File: src/rtl/counter_sat_if.sv
// Bundle of step, reinit and status signals for one saturating/wrapping counter.
// The master drives steps and reinit, and the slave is the counter.
interface counter_sat_if #(
    parameter int WIDTH      = 8,
    parameter int STEP_WIDTH = 2
);
    logic                  reinit;
    logic [WIDTH-1:0]      initial_value;
    logic                  incr_valid;
    logic [STEP_WIDTH-1:0] incr;
    logic                  decr_valid;
    logic [STEP_WIDTH-1:0] decr;
    logic                  clr_flags;
    logic [WIDTH-1:0]      value;
    logic [WIDTH-1:0]      value_next;
    logic                  overflow;
    logic                  underflow;
    logic                  is_zero;
    logic                  is_max;

    modport master (
        output reinit, initial_value, incr_valid, incr, decr_valid, decr, clr_flags,
        input  value, value_next, overflow, underflow, is_zero, is_max
    );

    modport slave (
        input  reinit, initial_value, incr_valid, incr, decr_valid, decr, clr_flags,
        output value, value_next, overflow, underflow, is_zero, is_max
    );
endinterface

File: src/rtl/counter_sat.sv
// Up/down event counter with saturate-or-wrap mode, sticky range flags and
// a zero-cycle value_next look-ahead. Used for credit/occupancy tracking.
module counter_sat #(
    parameter int              WIDTH       = 8,
    parameter int              STEP_WIDTH  = 2,
    parameter bit              SATURATE    = 1'b1,
    parameter logic [WIDTH-1:0] MAX_VALUE   = '1,
    parameter logic [WIDTH-1:0] RESET_VALUE = '0
) (
    input logic          clk,
    input logic          rst,
    counter_sat_if.slave bus
);
    localparam int RW = WIDTH + 2;
    localparam logic [WIDTH-1:0] CEIL = SATURATE ? MAX_VALUE : {WIDTH{1'b1}};

    logic [WIDTH-1:0]      value_q, value_d;
    logic                  overflow_q, overflow_d;
    logic                  underflow_q, underflow_d;
    logic [WIDTH-1:0]      value_next;
    logic [STEP_WIDTH-1:0] inc, dec;
    logic [RW-1:0]         raw;
    logic                  ovf_cond, unf_cond, upd;

    // raw is two's complement in WIDTH+2 bits, so bit RW-1 marks a negative result
    always_comb begin
        inc        = bus.incr_valid ? bus.incr : '0;
        dec        = bus.decr_valid ? bus.decr : '0;
        raw        = {2'b00, value_q}
                     + {{(RW-STEP_WIDTH){1'b0}}, inc}
                     - {{(RW-STEP_WIDTH){1'b0}}, dec};
        ovf_cond   = 1'b0;
        unf_cond   = 1'b0;
        value_next = raw[WIDTH-1:0];
        if (bus.reinit) begin
            if (SATURATE && (bus.initial_value > MAX_VALUE))
                value_next = MAX_VALUE;
            else
                value_next = bus.initial_value;
        end else if (raw[RW-1]) begin
            unf_cond = 1'b1;
            if (SATURATE)
                value_next = '0;
        end else if (raw[RW-2:0] > {1'b0, CEIL}) begin
            ovf_cond = 1'b1;
            if (SATURATE)
                value_next = MAX_VALUE;
        end
    end

    always_comb begin
        upd         = bus.reinit | bus.incr_valid | bus.decr_valid;
        value_d     = upd ? value_next : value_q;
        overflow_d  = overflow_q;
        underflow_d = underflow_q;
        if (bus.clr_flags) begin
            overflow_d  = 1'b0;
            underflow_d = 1'b0;
        end
        // a fresh set beats a simultaneous clear
        if (upd && !bus.reinit && ovf_cond)
            overflow_d = 1'b1;
        if (upd && !bus.reinit && unf_cond)
            underflow_d = 1'b1;
    end

    always_ff @(posedge clk or posedge rst) begin
        if (rst) begin
            value_q     <= RESET_VALUE;
            overflow_q  <= 1'b0;
            underflow_q <= 1'b0;
        end else begin
            value_q     <= value_d;
            overflow_q  <= overflow_d;
            underflow_q <= underflow_d;
        end
    end

    assign bus.value      = value_q;
    assign bus.value_next = value_next;
    assign bus.overflow   = overflow_q;
    assign bus.underflow  = underflow_q;
    assign bus.is_zero    = (value_q == '0);
    assign bus.is_max     = (value_q == CEIL);
endmodule
File: src/flat_wrapper.sv
// flat-port wrapper written by rule: the top's interface ports become plain ports
module counter_sat_flat 
#(
    parameter int              WIDTH       = 8,
    parameter int              STEP_WIDTH  = 2,
    parameter bit              SATURATE    = 1'b1,
    parameter logic [WIDTH-1:0] MAX_VALUE   = '1,
    parameter logic [WIDTH-1:0] RESET_VALUE = '0
)
  (clk, rst, bus_reinit, bus_initial_value, bus_incr_valid, bus_incr, bus_decr_valid, bus_decr, bus_clr_flags, bus_value, bus_value_next, bus_overflow, bus_underflow, bus_is_zero, bus_is_max);
  counter_sat_if #(.WIDTH(WIDTH), .STEP_WIDTH(STEP_WIDTH)) bus_i ();
  input logic clk;
  input logic rst;
  input wire logic [$bits(bus_i.reinit)-1:0] bus_reinit;
  input wire logic [$bits(bus_i.initial_value)-1:0] bus_initial_value;
  input wire logic [$bits(bus_i.incr_valid)-1:0] bus_incr_valid;
  input wire logic [$bits(bus_i.incr)-1:0] bus_incr;
  input wire logic [$bits(bus_i.decr_valid)-1:0] bus_decr_valid;
  input wire logic [$bits(bus_i.decr)-1:0] bus_decr;
  input wire logic [$bits(bus_i.clr_flags)-1:0] bus_clr_flags;
  output wire logic [$bits(bus_i.value)-1:0] bus_value;
  output wire logic [$bits(bus_i.value_next)-1:0] bus_value_next;
  output wire logic [$bits(bus_i.overflow)-1:0] bus_overflow;
  output wire logic [$bits(bus_i.underflow)-1:0] bus_underflow;
  output wire logic [$bits(bus_i.is_zero)-1:0] bus_is_zero;
  output wire logic [$bits(bus_i.is_max)-1:0] bus_is_max;
  assign bus_i.reinit = bus_reinit;
  assign bus_i.initial_value = bus_initial_value;
  assign bus_i.incr_valid = bus_incr_valid;
  assign bus_i.incr = bus_incr;
  assign bus_i.decr_valid = bus_decr_valid;
  assign bus_i.decr = bus_decr;
  assign bus_i.clr_flags = bus_clr_flags;
  assign bus_value = bus_i.value;
  assign bus_value_next = bus_i.value_next;
  assign bus_overflow = bus_i.overflow;
  assign bus_underflow = bus_i.underflow;
  assign bus_is_zero = bus_i.is_zero;
  assign bus_is_max = bus_i.is_max;
  counter_sat #(.WIDTH(WIDTH), .STEP_WIDTH(STEP_WIDTH), .SATURATE(SATURATE), .MAX_VALUE(MAX_VALUE), .RESET_VALUE(RESET_VALUE)) u_core (.clk(clk), .rst(rst), .bus(bus_i));
endmodule
File: config.mk
export PLATFORM = sky130hd
export DESIGN_NAME = counter_sat_flat
export DESIGN_NICKNAME = d
export VERILOG_FILES = /design/src/rtl/counter_sat_if.sv /design/src/rtl/counter_sat.sv /design/src/flat_wrapper.sv
export SDC_FILE = /design/constraint.sdc
export NUM_CORES = 1
export LEC_CHECK = 0
export CAP_MARGIN = 20
export CORE_MARGIN = 3
export CORE_UTILIZATION = 43
export CTS_CLUSTER_SIZE = 25
export DETAILED_ROUTE_END_ITERATION = 16
export PLACE_DENSITY = 0.72
export SETUP_SLACK_MARGIN = 0.3
export SLEW_MARGIN = 20
export SYNTH_ARGS = -nofsm -noshare
export SYNTH_HDL_FRONTEND = slang
export SYNTH_SLANG_ARGS = --single-unit
File: constraint.sdc
create_clock -name clk -period 4 [get_ports clk]
set_clock_uncertainty 0.15 [all_clocks]
set_input_delay 0.8 -clock clk [delete_from_list [all_inputs] [get_ports clk]]
set_output_delay 0.8 -clock clk [all_outputs]
set_load 0.02 [all_outputs]
==> key figures <==
Worst setup path
  – Crit path max fanout: 3
  – Critical path startpoint category: input port
  – WP data arrival: 3.30 ns
  – Required time worst endpoint: 3.05 ns
  – Kind of critical path: input port to output pin
  – Worst setup EP type: output pin

Logic synthesis
  – Gate Count Post-Synth: 159
  – Cell variety after synth: 50
  – Post-synthesis adder-cell area fraction: between 6 and 7%
  – Top cell type's share of synthesized area: between 10% and 20%
  – Syn Nets: 183
  – Synth Register Bits: 10
  – Post-synth top cells: nand2_1 (17), inv_1 (11), a21oi_1 (10), dfrtp_1 (10), nor2_1 (10)
  – Most frequent cell after synthesis: nand2_1
  – Post-Synth XOR/XNOR Area: 7.73%
  – Mux share of post-synthesis cell area: between 6 and 7%
  – Post-synth EDFFs: 0
  – Leading area contributor after synthesis: dfrtp_1
  – Area contributors post-synth: dfrtp_1 (19%), nand2_1 (4.7%), xnor2_1 (3.9%)
  – Top FF cell, synth: dfrtp_1
  – Largest family of logic cells by synthesized area: simple AND/OR/NAND/NOR gates
  – Post-synth ARST share: 100%
  – Synth Area per Inst: 8.45 um2
  – Simple-gate portion of the synthesized area: 28.8%
  – Ys Warns: 0
  – Post-synthesis cell area: 0.00134 mm2
  – Register area share after synthesis: 18.6%
  – Complex-gate fraction of the synthesized area: 23.3%

CTS
  – Max Buffers Root-to-Sink: 2
  – CTS tree: yes
  – Worst-Skew Late Latency: 0.28 ns
  – Root Buffer: clkbuf_4
  – CTS Hold Bufs: 0
  – Clock transition at the registers of the reported paths: ~0.06 ns
  – Htree depth: 1
  – TritonCTS Buffers: 3
  – Clk sinks: 10

Global route
  – Initial antenna violation count: 0
  – Vias in the first global route: 1620
  – Largest net degree at the start of global routing: 27
  – First-pass GRT wire length: 7670 um
  – Tot GR Track Use: 27.5%
  – Overflow after GRT: 0

Timing
  – Part of the cycle the worst path needs: 106%
  – Endpoints failing setup: 9
  – Final WS setup: -0.247 ns
  – Pins Over Slew Limit: 0
  – Actual slew at the worst max-slew pin: 0.544 ns
  – Unrepaired setup endpoints after global routing: yes
  – Period minus WS final: 4.25 ns
  – Final hold violations: 0
  – Max Fclk: between 0.2 and 0.25 GHz
  – Slew HR: 63.8%

Placement
  – Routability cong.: 0.886
  – Dpl hpwl: 3160 um
  – Placed Area: between 0.002 and 0.0025 mm2
  – Pre-CTS setup slack: -1.03 ns
  – PortBufs: 37
  – Placed Cells: roughly 260

Floorplanning
  – Top-Level Pins: 38
  – Site row count: 19
  – Vert. Die Dim: 61.9 um
  – Starting Density: 46.7%
  – Die W: 61.9 um
  – Die Area: 0.00383 mm2
  – Core Footprint: 0.00288 mm2

Run status
  – Outcome: finished with violations
  – Failing checks: setup timing

Final layout
  – Cell area after layout: 0.00241 mm2
  – Proportion of layout cells with a drive suffix above 1: 52.3%
  – Fill count: 159
  – Nets: 265
  – Fin cells: 281
  – Diode count: 0
  – Synth-to-layout area growth: 79.2%

Drt
  – Vias: 1568
  – Number of nets with antenna violations after routing: 0
  – Initial drt markers: 56
  – Vias/cell: between 5 and 6
  – Residual DRC: 0
  – Routed wire length: 5030 um
  – Avg WL per Cell: 17.9 um
  – Drt pass-1 iters: 4

Power and ir drop
  – Leakage: 1.01 nW
  – Part of the power in registers: between 10% and 20%
  – NetSw: 417 uW
  – Peak VDD IR: 0.000286 V
  – Power per cell area: about 400 mW/mm2
  – Sw frac: between 40% and 50%
  – Comb pwr share: 75.0%
  – Clk pwr share: 7.7%
  – Internal power: 527 uW
  – Final Power: 944 uW

Flow run
  – Max-cap violations: 0

Worst hold path
  – Min-Delay Path Class: flop to flop
final timing paths:
path,start,to,slack [ns],cells past startpoint
hold reg to reg,u_core.bus.underflow,u_core.bus.underflow,0.39,2
min in group asynchronous,rst,u_core.bus.value[6],0.69,2
setup reg to reg,u_core.bus.value[0],u_core.bus.value[4],0.24,20
hold / removal,u_core.bus.underflow,u_core.bus.underflow,0.39,2
max in group asynchronous,rst,u_core.bus.value[0],2.68,2
setup / recovery,bus_incr[0],bus_value_next[4],-0.25,13
cell families after synthesis:
family,count (synthesis)
muxes,8
buffers and inverters,21
and+or+nand+nor,62
AOI/OAI and AO/OA,41
xor gates and xnor gates,11
DFF,10
adders and majority gates,6
sequential cells by signal, summed over array words and instances, names as in the netlist:
name                  flops
u_core.bus.overflow       1
u_core.bus.value          8
u_core.bus.underflow      1
placed cells by master, fill, tap and decap left out, drive strengths merged, types with 2 or more instances in the layout:
cell type and n:
dfrtp 10, fa 2, inv 11, buf 60, o32ai 2, or4 2, o22ai 3, nor2b 3
nor2 10, mux2i 5, or3 2, or2 2, xnor2 6, o31ai 2, a211oi 2, xor2 5
o21ai 13, nand3 4, clkdlybuf4s50 26, o211ai 4, a21oi 11, nand3b 2, mux2 3, nand2 18
nor3 11, and2 2, ha 4, clkbuf 3
metal layers:
metal	routed length [um]	track usage (%)	up-vias
li1	-	-	728
met2	2480	45.3	73
met1	2030	33.3	751
met5	0	0	-
met4	151	14.8	0
met3	365	5.79	16
final cells by class:
type / count / area [um2] / share of cell area, %
repair buffers: 87 / 815 / 33.8
flip-flops and latches: 10 / 250 / 10.4
clock buffers: 3 / 22.5 / 0.935
inverters: 11 / 41.3 / 1.71
well taps: 42 / 52.6 / 2.18
multi-input cells: 128 / 1230 / 51.0
power groups by stage:
stage          logic, mW  registers (mW)  clock network, mW
2_1_floorplan      0.327           0.154                  0
3_3_place_gp       0.505           0.160                  0
3_5_place_dp       0.516           0.161                  0
4_1_cts            0.639           0.160             0.0743
5_1_grt            0.747           0.166             0.0813
6_report           0.708           0.163             0.0729
critical path, stage by stage:
cell and delay [ns]:
buf_6 0.09, and2_4 0.15, ha_4 0.15, inv_2 0.05, fa_2 0.45, buf_6 0.14
fa_2 0.42, mux2i_1 0.20, o32ai_2 0.11, xnor2_1 0.23, o21ai_2 0.09, mux2_4 0.28
buf_6 0.13
stage by stage:
stage                     hold slack, ns  TNS [ns]  utilization [%]
after global placement             0.360     -7.37             71.9
after detailed placement           0.383     -7.91             71.9
after floorplan                    0.459         0                -
after global routing               0.407     -1.97             83.7
final                              0.388     -1.36             83.7
after CTS                          0.397     -1.53             80.3
timing repair:
action / 4_1_cts / 5_1_grt
hold endpoints to repair: 0 / 0
setup endpoints to repair: 8 / 9
resized for setup: 82 / 17
pin swaps: 25 / 20
buffers inserted: 13 / 2
(Power assumes the default switching activity.)
